File: src/rtl/vector_reduce_unit.sv
// vector_reduce_unit
// Folds the active elements of the ALU result vector into one scalar:
// signed sum, signed max, signed min, or a count of non-zero elements.
// One element is consumed per clock under a start/busy/done handshake.
// Optional feature: define VREDUCE_INDEX_EN to report the index of the
// winning max/min element on res_idx. Without it, res_idx is tied to 0.

module vector_reduce_unit #(
    parameter int BITS     = 8,
    parameter int N        = 64,
    parameter int ACC_BITS = 16
) (
    input  logic                  clk,
    input  logic                  rst,
    input  logic [N*BITS-1:0]     vec,
    input  logic [7:0]            vec_len,
    input  logic [1:0]            op,
    input  logic                  start,
    input  logic                  clear,
    output logic                  busy,
    output logic                  done,
    output logic [ACC_BITS-1:0]   result,
    output logic [7:0]            res_idx
);

    localparam int IDX_W = (N > 1) ? $clog2(N) : 1;

    typedef enum logic [1:0] {
        IDLE,
        RUN,
        DONE
    } state_t;

    state_t state, state_next;

    logic [1:0]                  op_q;
    logic [7:0]                  cnt;
    logic [7:0]                  idx;
    logic signed [ACC_BITS-1:0]  acc;
    logic signed [ACC_BITS-1:0]  acc_next;
    logic [BITS-1:0]             elems [N];
    logic [BITS-1:0]             elem;
    logic signed [ACC_BITS-1:0]  elem_ext;
    logic [ACC_BITS-1:0]         nz_inc;
    logic [7:0]                  len_clamped;
    logic                        accept;
    logic                        first;
    logic                        last;
    logic                        take_elem;

    // Unpack the flat vector into elements so the current one can be indexed
    always_comb begin
        for (int i = 0; i < N; i++) begin
            elems[i] = vec[i*BITS +: BITS];
        end
    end

    assign elem        = elems[idx[IDX_W-1:0]];
    assign elem_ext    = {{(ACC_BITS-BITS){elem[BITS-1]}}, elem};
    assign nz_inc      = {{(ACC_BITS-1){1'b0}}, (elem != '0)};
    assign len_clamped = (vec_len > 8'(N)) ? 8'(N) : vec_len;
    assign accept      = (state != RUN) && start && !clear;
    assign first       = (idx == 8'd0);
    assign last        = (idx == cnt - 8'd1);

    assign busy = (state == RUN);
    assign done = (state == DONE);

    // State register
    always_ff @(posedge clk or posedge rst) begin
        if (rst) begin
            state <= IDLE;
        end else begin
            state <= state_next;
        end
    end

    // Next-state logic; clear overrides everything, DONE accepts a new start
    always_comb begin
        state_next = state;
        if (clear) begin
            state_next = IDLE;
        end else begin
            case (state)
                IDLE, DONE: begin
                    if (start) begin
                        state_next = (len_clamped == 8'd0) ? DONE : RUN;
                    end else begin
                        state_next = IDLE;
                    end
                end
                RUN: begin
                    if (last) begin
                        state_next = DONE;
                    end
                end
                default: state_next = IDLE;
            endcase
        end
    end

    // Fold the current element into the accumulator; the first element restarts it
    always_comb begin
        acc_next  = acc;
        take_elem = 1'b0;
        case (op_q)
            2'b00: acc_next = (first ? '0 : acc) + elem_ext;
            2'b01: begin
                take_elem = first || (elem_ext > acc);
                if (take_elem) acc_next = elem_ext;
            end
            2'b10: begin
                take_elem = first || (elem_ext < acc);
                if (take_elem) acc_next = elem_ext;
            end
            default: acc_next = (first ? '0 : acc) + nz_inc;
        endcase
    end

    // Datapath: latch the job on accept, step through elements, publish on the last one
    always_ff @(posedge clk or posedge rst) begin
        if (rst) begin
            op_q   <= '0;
            cnt    <= '0;
            idx    <= '0;
            acc    <= '0;
            result <= '0;
        end else if (clear) begin
            cnt    <= '0;
            idx    <= '0;
            acc    <= '0;
            result <= '0;
        end else if (accept) begin
            op_q <= op;
            cnt  <= len_clamped;
            idx  <= '0;
            acc  <= '0;
            if (len_clamped == 8'd0) begin
                result <= '0;
            end
        end else if (state == RUN) begin
            acc <= acc_next;
            idx <= idx + 8'd1;
            if (last) begin
                result <= acc_next;
            end
        end
    end

`ifdef VREDUCE_INDEX_EN
    logic [7:0] best_idx;
    logic [7:0] best_next;
    logic [7:0] res_idx_q;

    assign best_next = take_elem ? idx : best_idx;
    assign res_idx   = res_idx_q;

    // Track the earliest winning index for max/min and publish it with the result
    always_ff @(posedge clk or posedge rst) begin
        if (rst) begin
            best_idx  <= '0;
            res_idx_q <= '0;
        end else if (clear) begin
            best_idx  <= '0;
            res_idx_q <= '0;
        end else if (accept) begin
            best_idx <= '0;
            if (len_clamped == 8'd0) begin
                res_idx_q <= '0;
            end
        end else if (state == RUN) begin
            best_idx <= best_next;
            if (last) begin
                res_idx_q <= (op_q == 2'b01 || op_q == 2'b10) ? best_next : 8'd0;
            end
        end
    end
`else
    assign res_idx = '0;
`endif

endmodule

File: config.mk
export PLATFORM = sky130hd
export DESIGN_NAME = vector_reduce_unit
export DESIGN_NICKNAME = d
export VERILOG_FILES = /design/src/rtl/vector_reduce_unit.sv
export SDC_FILE = /design/constraint.sdc
export NUM_CORES = 1
export LEC_CHECK = 0
export BUFFER_PORTS_ARGS = -buffer_cell sky130_fd_sc_hd__buf_2
export CORE_AREA = 2 2 217 219
export CTS_CLUSTER_SIZE = 40
export DETAILED_ROUTE_END_ITERATION = 10
export DIE_AREA = 0 0 219 221
export GPL_TIMING_DRIVEN = 0
export PLACE_DENSITY = 0.51
export SKIP_LAST_GASP = 1
export SLEW_MARGIN = 0
export SYNTH_ARGS = -nofsm -noshare
export SYNTH_HDL_FRONTEND = slang
export SYNTH_SLANG_ARGS = --single-unit
File: constraint.sdc
create_clock -name clk -period 7.6 [get_ports clk]
set_input_delay 1.52 -clock clk [delete_from_list [all_inputs] [get_ports clk]]
set_output_delay 1.52 -clock clk [all_outputs]
set_load 0.02 [all_outputs]
Yosys cells after proc, flatten, opt, wreduce, memory -nomap -nowiden
Index checks and enable logic that the tools add are counted.
{ "totals": {"ff_bits": 52, "inputBits": 526, "out_inout_bits": 26, "n_memories": 0, "wordCells": 66, "ram_bits": 0, "rom_bits": 0, "latchBits": 0} }
{ "classes": {"mul": 0, "bitwise": 2, "shifts": 0, "n_addsub": 4, "n_mux": 26, "div_mod_pow": 0, "n_reduce_logical": 16, "order_cmp": 4, "n_eq_ne": 8} }
{ "op_table": {"columns": ["operator", "count"], "rows": [
  ["$mux 16", 11],
  ["$mux 8", 8],
  ["$bmux 8 s6", 1],
  ["$pmux 16 s3", 1],
  ["$add 16x1->16", 1],
  ["$add 16x16->16", 1],
  ["$gt 8x16->1", 1],
  ["$logic_not 8->1", 2],
  ["$lt 8x16->1", 1],
  ["$add 8x1->8 const B", 1],
  ["$eq 8x8->1", 1],
  ["$gt 8x7->1 const B", 1],
  ["$mux 2", 4],
  ["$reduce_bool 8->1", 1],
  ["$sub 8x1->8 const B", 1],
  ["$ge 7x7->1 const B", 1],
  ["$not 6->7", 1],
  ["$ne 3x2->1 const B", 2],
  ["$reduce_bool 3->1", 2],
  ["$eq 2x1->1 const B", 2],
  ["$eq 2x2->1 const B", 2],
  ["$logic_not 2->1", 2],
  ["$pmux 2 s2", 1],
  ["$reduce_and 3->1", 1],
  ["8 further kinds", 10]
]} }

Depth between registers and ports, before layout
{ "logic_depth": {"depth_word": 12, "depth_mapped": 21, "ltp_nobuf": 19} }

Worst setup path after synthesis
Ideal clock, no wire load.
{ "synth_path": {"path_kind": "input-to-reg", "start": "input port vec[255]", "end": "register acc[13]", "arrival_time_ps": 5789, "setup_time_ps": 126, "n_path_buf": 0, "required_ps": 7474, "cell_stages": 18, "slack_ps": 1685, "path_cell_list": "mux4_2 > mux4_2 > and2_1 > o21ai_1 > nand2_1 > or4_1 > nor4_1 > o21ai_1 > ha_1 > a211oi_1 > o31ai_1 > o31ai_1 > a31oi_1 > a31o_2 > xor2_1 > o21ai_0 > nor2_1 > a221o_1"} }
{ "synth_between": {"elab_chain_cells": 10, "elab_cells_between_ends": 16, "classes_between": "2 x add/sub; 2 x order compare; 9 x mux; 3 x reduce/logical"} }
{ "synth_rtl": {"columns": ["item", "line", "source"], "rows": [
  ["start, declared", "15", "input logic [N*BITS-1:0] vec,"],
  ["$bmux 8 s6 *", "58", "assign elem = elems[idx[IDX_W-1:0]];"],
  ["$mux 8 (implied by the code) * (2 in series)", "58", null],
  ["parallel branches: the longest is 3 deep, another holds $add 16x1->16", null, null],
  ["$pmux 16 s3 *", "106", "case (op_q)"],
  ["$mux 16 *", "141", "end else if (state == RUN) begin"],
  ["$mux 16 *", "133", "end else if (accept) begin"],
  ["$mux 16 *", "128", "end else if (clear) begin"],
  ["end signal, assigned", "142", "acc <= acc_next;"],
  ["end, declared", "39", "logic signed [ACC_BITS-1:0] acc;"]
]} }
Mark *: on every way between the ends. The select of a mux whose other input is x is not followed.
A chain may end at the register's enable or synchronous reset.

Worst setup path in the final report
{ "layout_path": {"start": "register idx[1]", "end": "register acc[13]"} }
{ "layout_between": {"elab_chain_cells": 11, "elab_cells_between_ends": 19, "classes_between": "2 x add/sub; 2 x order compare; 10 x mux; 1 x bitwise; 4 x reduce/logical"} }
{ "layout_rtl": {"columns": ["item", "line", "source"], "rows": [
  ["start, declared", "38", "logic [7:0] idx;"],
  ["start signal, assigned", "143", "idx <= idx + 8'd1;"],
  ["parallel branches: the longest is 7 deep, another holds $add 16x1->16", null, null],
  ["$pmux 16 s3 *", "106", null],
  ["$mux 16 *", "141", null],
  ["$mux 16 *", "133", null],
  ["$mux 16 *", "128", null]
]} }
Marked as above.

==> reports/metrics.yaml <==
status: "complete, no violations"
final_cell_mix: "553 x buf_2, 165 x mux4_2, 52 x dfrtp_1, 48 x nand2_1, 46 x nor2_1"
clk_pin_slew_worst_paths_ns: 0.08
final_max_slew_viol_count: 0
ys_async_sr_fraction_pct: 100
r2r_cells: 19
holdWs_ns: 0.494
synth_top_flop_cell: "dfrtp_1"
p_total_uw: 1290
hp-start: "result[4]$_DFFE_PP0P_"
ant_nets: 0
die_w_microns: 219
drive_above_1_share_pct: 61.1
powerDensity_mw_per_mm2: 111
final.min_clock_period_ns: 7.40
cp.arrival_ns: 7.57
clock_skew_ns: 0.0143
fin_crit_sh_pct: 97.3
grt_pass1_wl_microns: 73100
synth_edf_count: 0
hold_viol_final: 0
detail_route.wl_per_cell_microns: 29.1
place_hpwl_microns: 47600
layout_commonest_cell: "buf_2"
yosysTopAreaCellShare_pct: 46.8
ios: 552
firstDrtPassIters: 5
fin_nets: 1803
syn_area_sq_mm: 0.00794
min_delay_path_depth: 2
crit-reg2reg-capture: "acc[13]$_DFFE_PP0P_"
max_freq_ghz: 0.135
placed_cell_area_sq_mm: 0.0115
area_growth_pct: 46.9
clockBufferDepth: 2
overflow: 0
holdBufCountCts: 0
clk_latency_ns: 0.30
final_util_pct: 25.3
grt_max_degree: 39
grt_pass1_vias: 9496
peakVddDrop_mv: 0.0974
drtIter0Drc: 669
netlist_top_cells_area: "mux4_2 47%, dfrtp_1 16%, ha_1 5.8%"
cts_tree: "yes"
initial_core_util_pct: 17.2
die_y_microns: 221
finalSetupViolations: 0
io_buffers: 543
root_buffer: "clkbuf_16"
synth_top_area_cell: "mux4_2"
max_cap_viol_count: 0
core-area_sq_mm: 0.0461
worst_ep_required_time_ns: 7.77
die_area_sq_mm: 0.0484
postSynthCellCount: 681
worstSetupStartpointType: "flop"
avgViaCountPerCell: 4.92
antenna_found_initial: 37
end_kind: "flop"
place_congestion: 0.988
path_max_fanout: 10
netlist-cell-type-count: 60
cts.sinks: 52
hold_class: "reg2reg"
yosys_warnings: 0
max-slew-margin-rel_pct: 10.6
grt_use_total_pct: 21.8
reg2reg_setup_slack_ns: 0.20
p_leak_uw: 0.00512
fp-row-count: 79
synth_seq_area_share_pct: 16.4
final_cell_area_sq_mm: 0.0117
rsz0062_at_grt: "true"
cts_htree_levels: 2
critPathKind: "reg2reg"
drc: 0
crit-reg2reg-launch: "idx[1]$_DFFE_PP0P_"
finalWirelength_microns: 54100
tightest_slew_ns: 1.33
num_vias: 9145
numCtsBuffers: 5
ys_seq_elements: 52
whs_endpoint: "result[4]$_DFFE_PP0P_"
syn_avg_cell_area_sq_um: 11.7
power by group:
group,switching (uW),internal [uW]
Combinational,391,345
Clock,113,124
Sequential,18.7,302
timing repair:
| item | in CTS | in global routing |
|---|---|---|
| buffers inserted | 0 | 0 |
| endpoints found under the setup margin | 13 | 10 |
| resized for setup | 3 | 15 |
cells by family (layout without fill, tap and decap cells):
family	Yosys count	after routing	synth area share [%]
muxes	170	170	47.5
buffers and inverters	96	648	5.69
DFF	52	52	16.4
and+or+nand+nor	159	159	9.54
other	1	19	0.0472
adders and majority gates	38	38	6.08
AOI/OAI and AO/OA	137	137	11.5
xor gates and xnor gates	28	28	3.26
metal layers:
layer	vias up	global-route usage, %	wire length [microns]
met4	6	6.32	1570
met3	59	3.62	3830
met5	-	0	34
met1	4666	30.4	23700
met2	508	34.6	24900
li1	3906	-	-
worst max path at each step:
stage	startpoint	endpoint	slack, ns	depth (start not counted)
CTS	idx[1]$_DFFE_PP0P_	acc[13]$_DFFE_PP0P_	0.07	19
global route	idx[1]$_DFFE_PP0P_	acc[13]$_DFFE_PP0P_	-0.04	19
finish	idx[1]$_DFFE_PP0P_	acc[13]$_DFFE_PP0P_	0.20	19
floorplan	vec[255]	acc[13]$_DFFE_PP0P_	1.69	18
detailed placement	idx[1]$_DFFE_PP0P_	result[11]$_DFFE_PP0P_	-0.40	18
global placement	idx[1]$_DFFE_PP0P_	result[11]$_DFFE_PP0P_	-0.39	18
registers in the layout (all words and copies together) (netlist names):
name,flops
acc,16
state,2
result,16
cnt,8
op_q,2
idx,8
final cells by class:
class	count	area, sq um
diodes	11	27.5
flip-flops and latches	52	1300
well taps	607	759
inverters	35	131
plain buffers	61	340
clock inverters	3	22.5
clock buffers	5	125
multi-input cells	540	6220
repair buffers	544	2740
fillers	5028	34400
stage by stage:
step                      setup WS (ns)  cells  setup TNS (ns)
final                             0.203   1858               0
after CTS                        0.0713   1847               0
after global placement           -0.387   1838           -1.49
after detailed placement         -0.400   1839           -1.67
after global routing            -0.0372   1854         -0.0372
after floorplan                    1.69    688               0
worst max-delay path: stages, from the launching register on:
cell,delay (ns)
dfrtp_1,0.53
buf_2,0.46
clkdlybuf4s15_1,0.71
buf_1,0.73
mux4_2,0.48
mux4_2,0.50
mux4_2,0.58
or4_1,0.49
nor4_1,0.19
o21ai_1,0.10
ha_1,0.24
a211oi_1,0.29
o31ai_1,0.19
o31ai_1,0.31
a31oi_1,0.18
a31o_2,0.30
xor2_1,0.16
o21ai_0,0.38
nor2_1,0.08
a221o_1,0.33
synthesized netlist by cell type (3+ instances only):
master and number:
o21ai_1 14, inv_1 33, ha_1 37, nand2b_1 3, nor3_1 10, buf_2 10, nor4_1 3, nor2_1 46
mux4_2 165, o21ai_0 25, a22o_1 8, a31oi_1 5, dfrtp_1 52, nor4bb_1 3, xor2_1 17, xnor2_1 10
a221o_1 8, a21o_1 10, buf_4 11, nand4_1 9, buf_6 5, or3_1 5, a32o_1 4, clkbuf_1 27
o31ai_1 8, and2_1 12, nand3_1 8, a221oi_1 3, nor3b_1 3, a21oi_1 29, a22oi_1 3, nand2_1 48
a2111oi_0 3, buf_1 8
No activity file was read; power rests on OpenSTA's default activity.
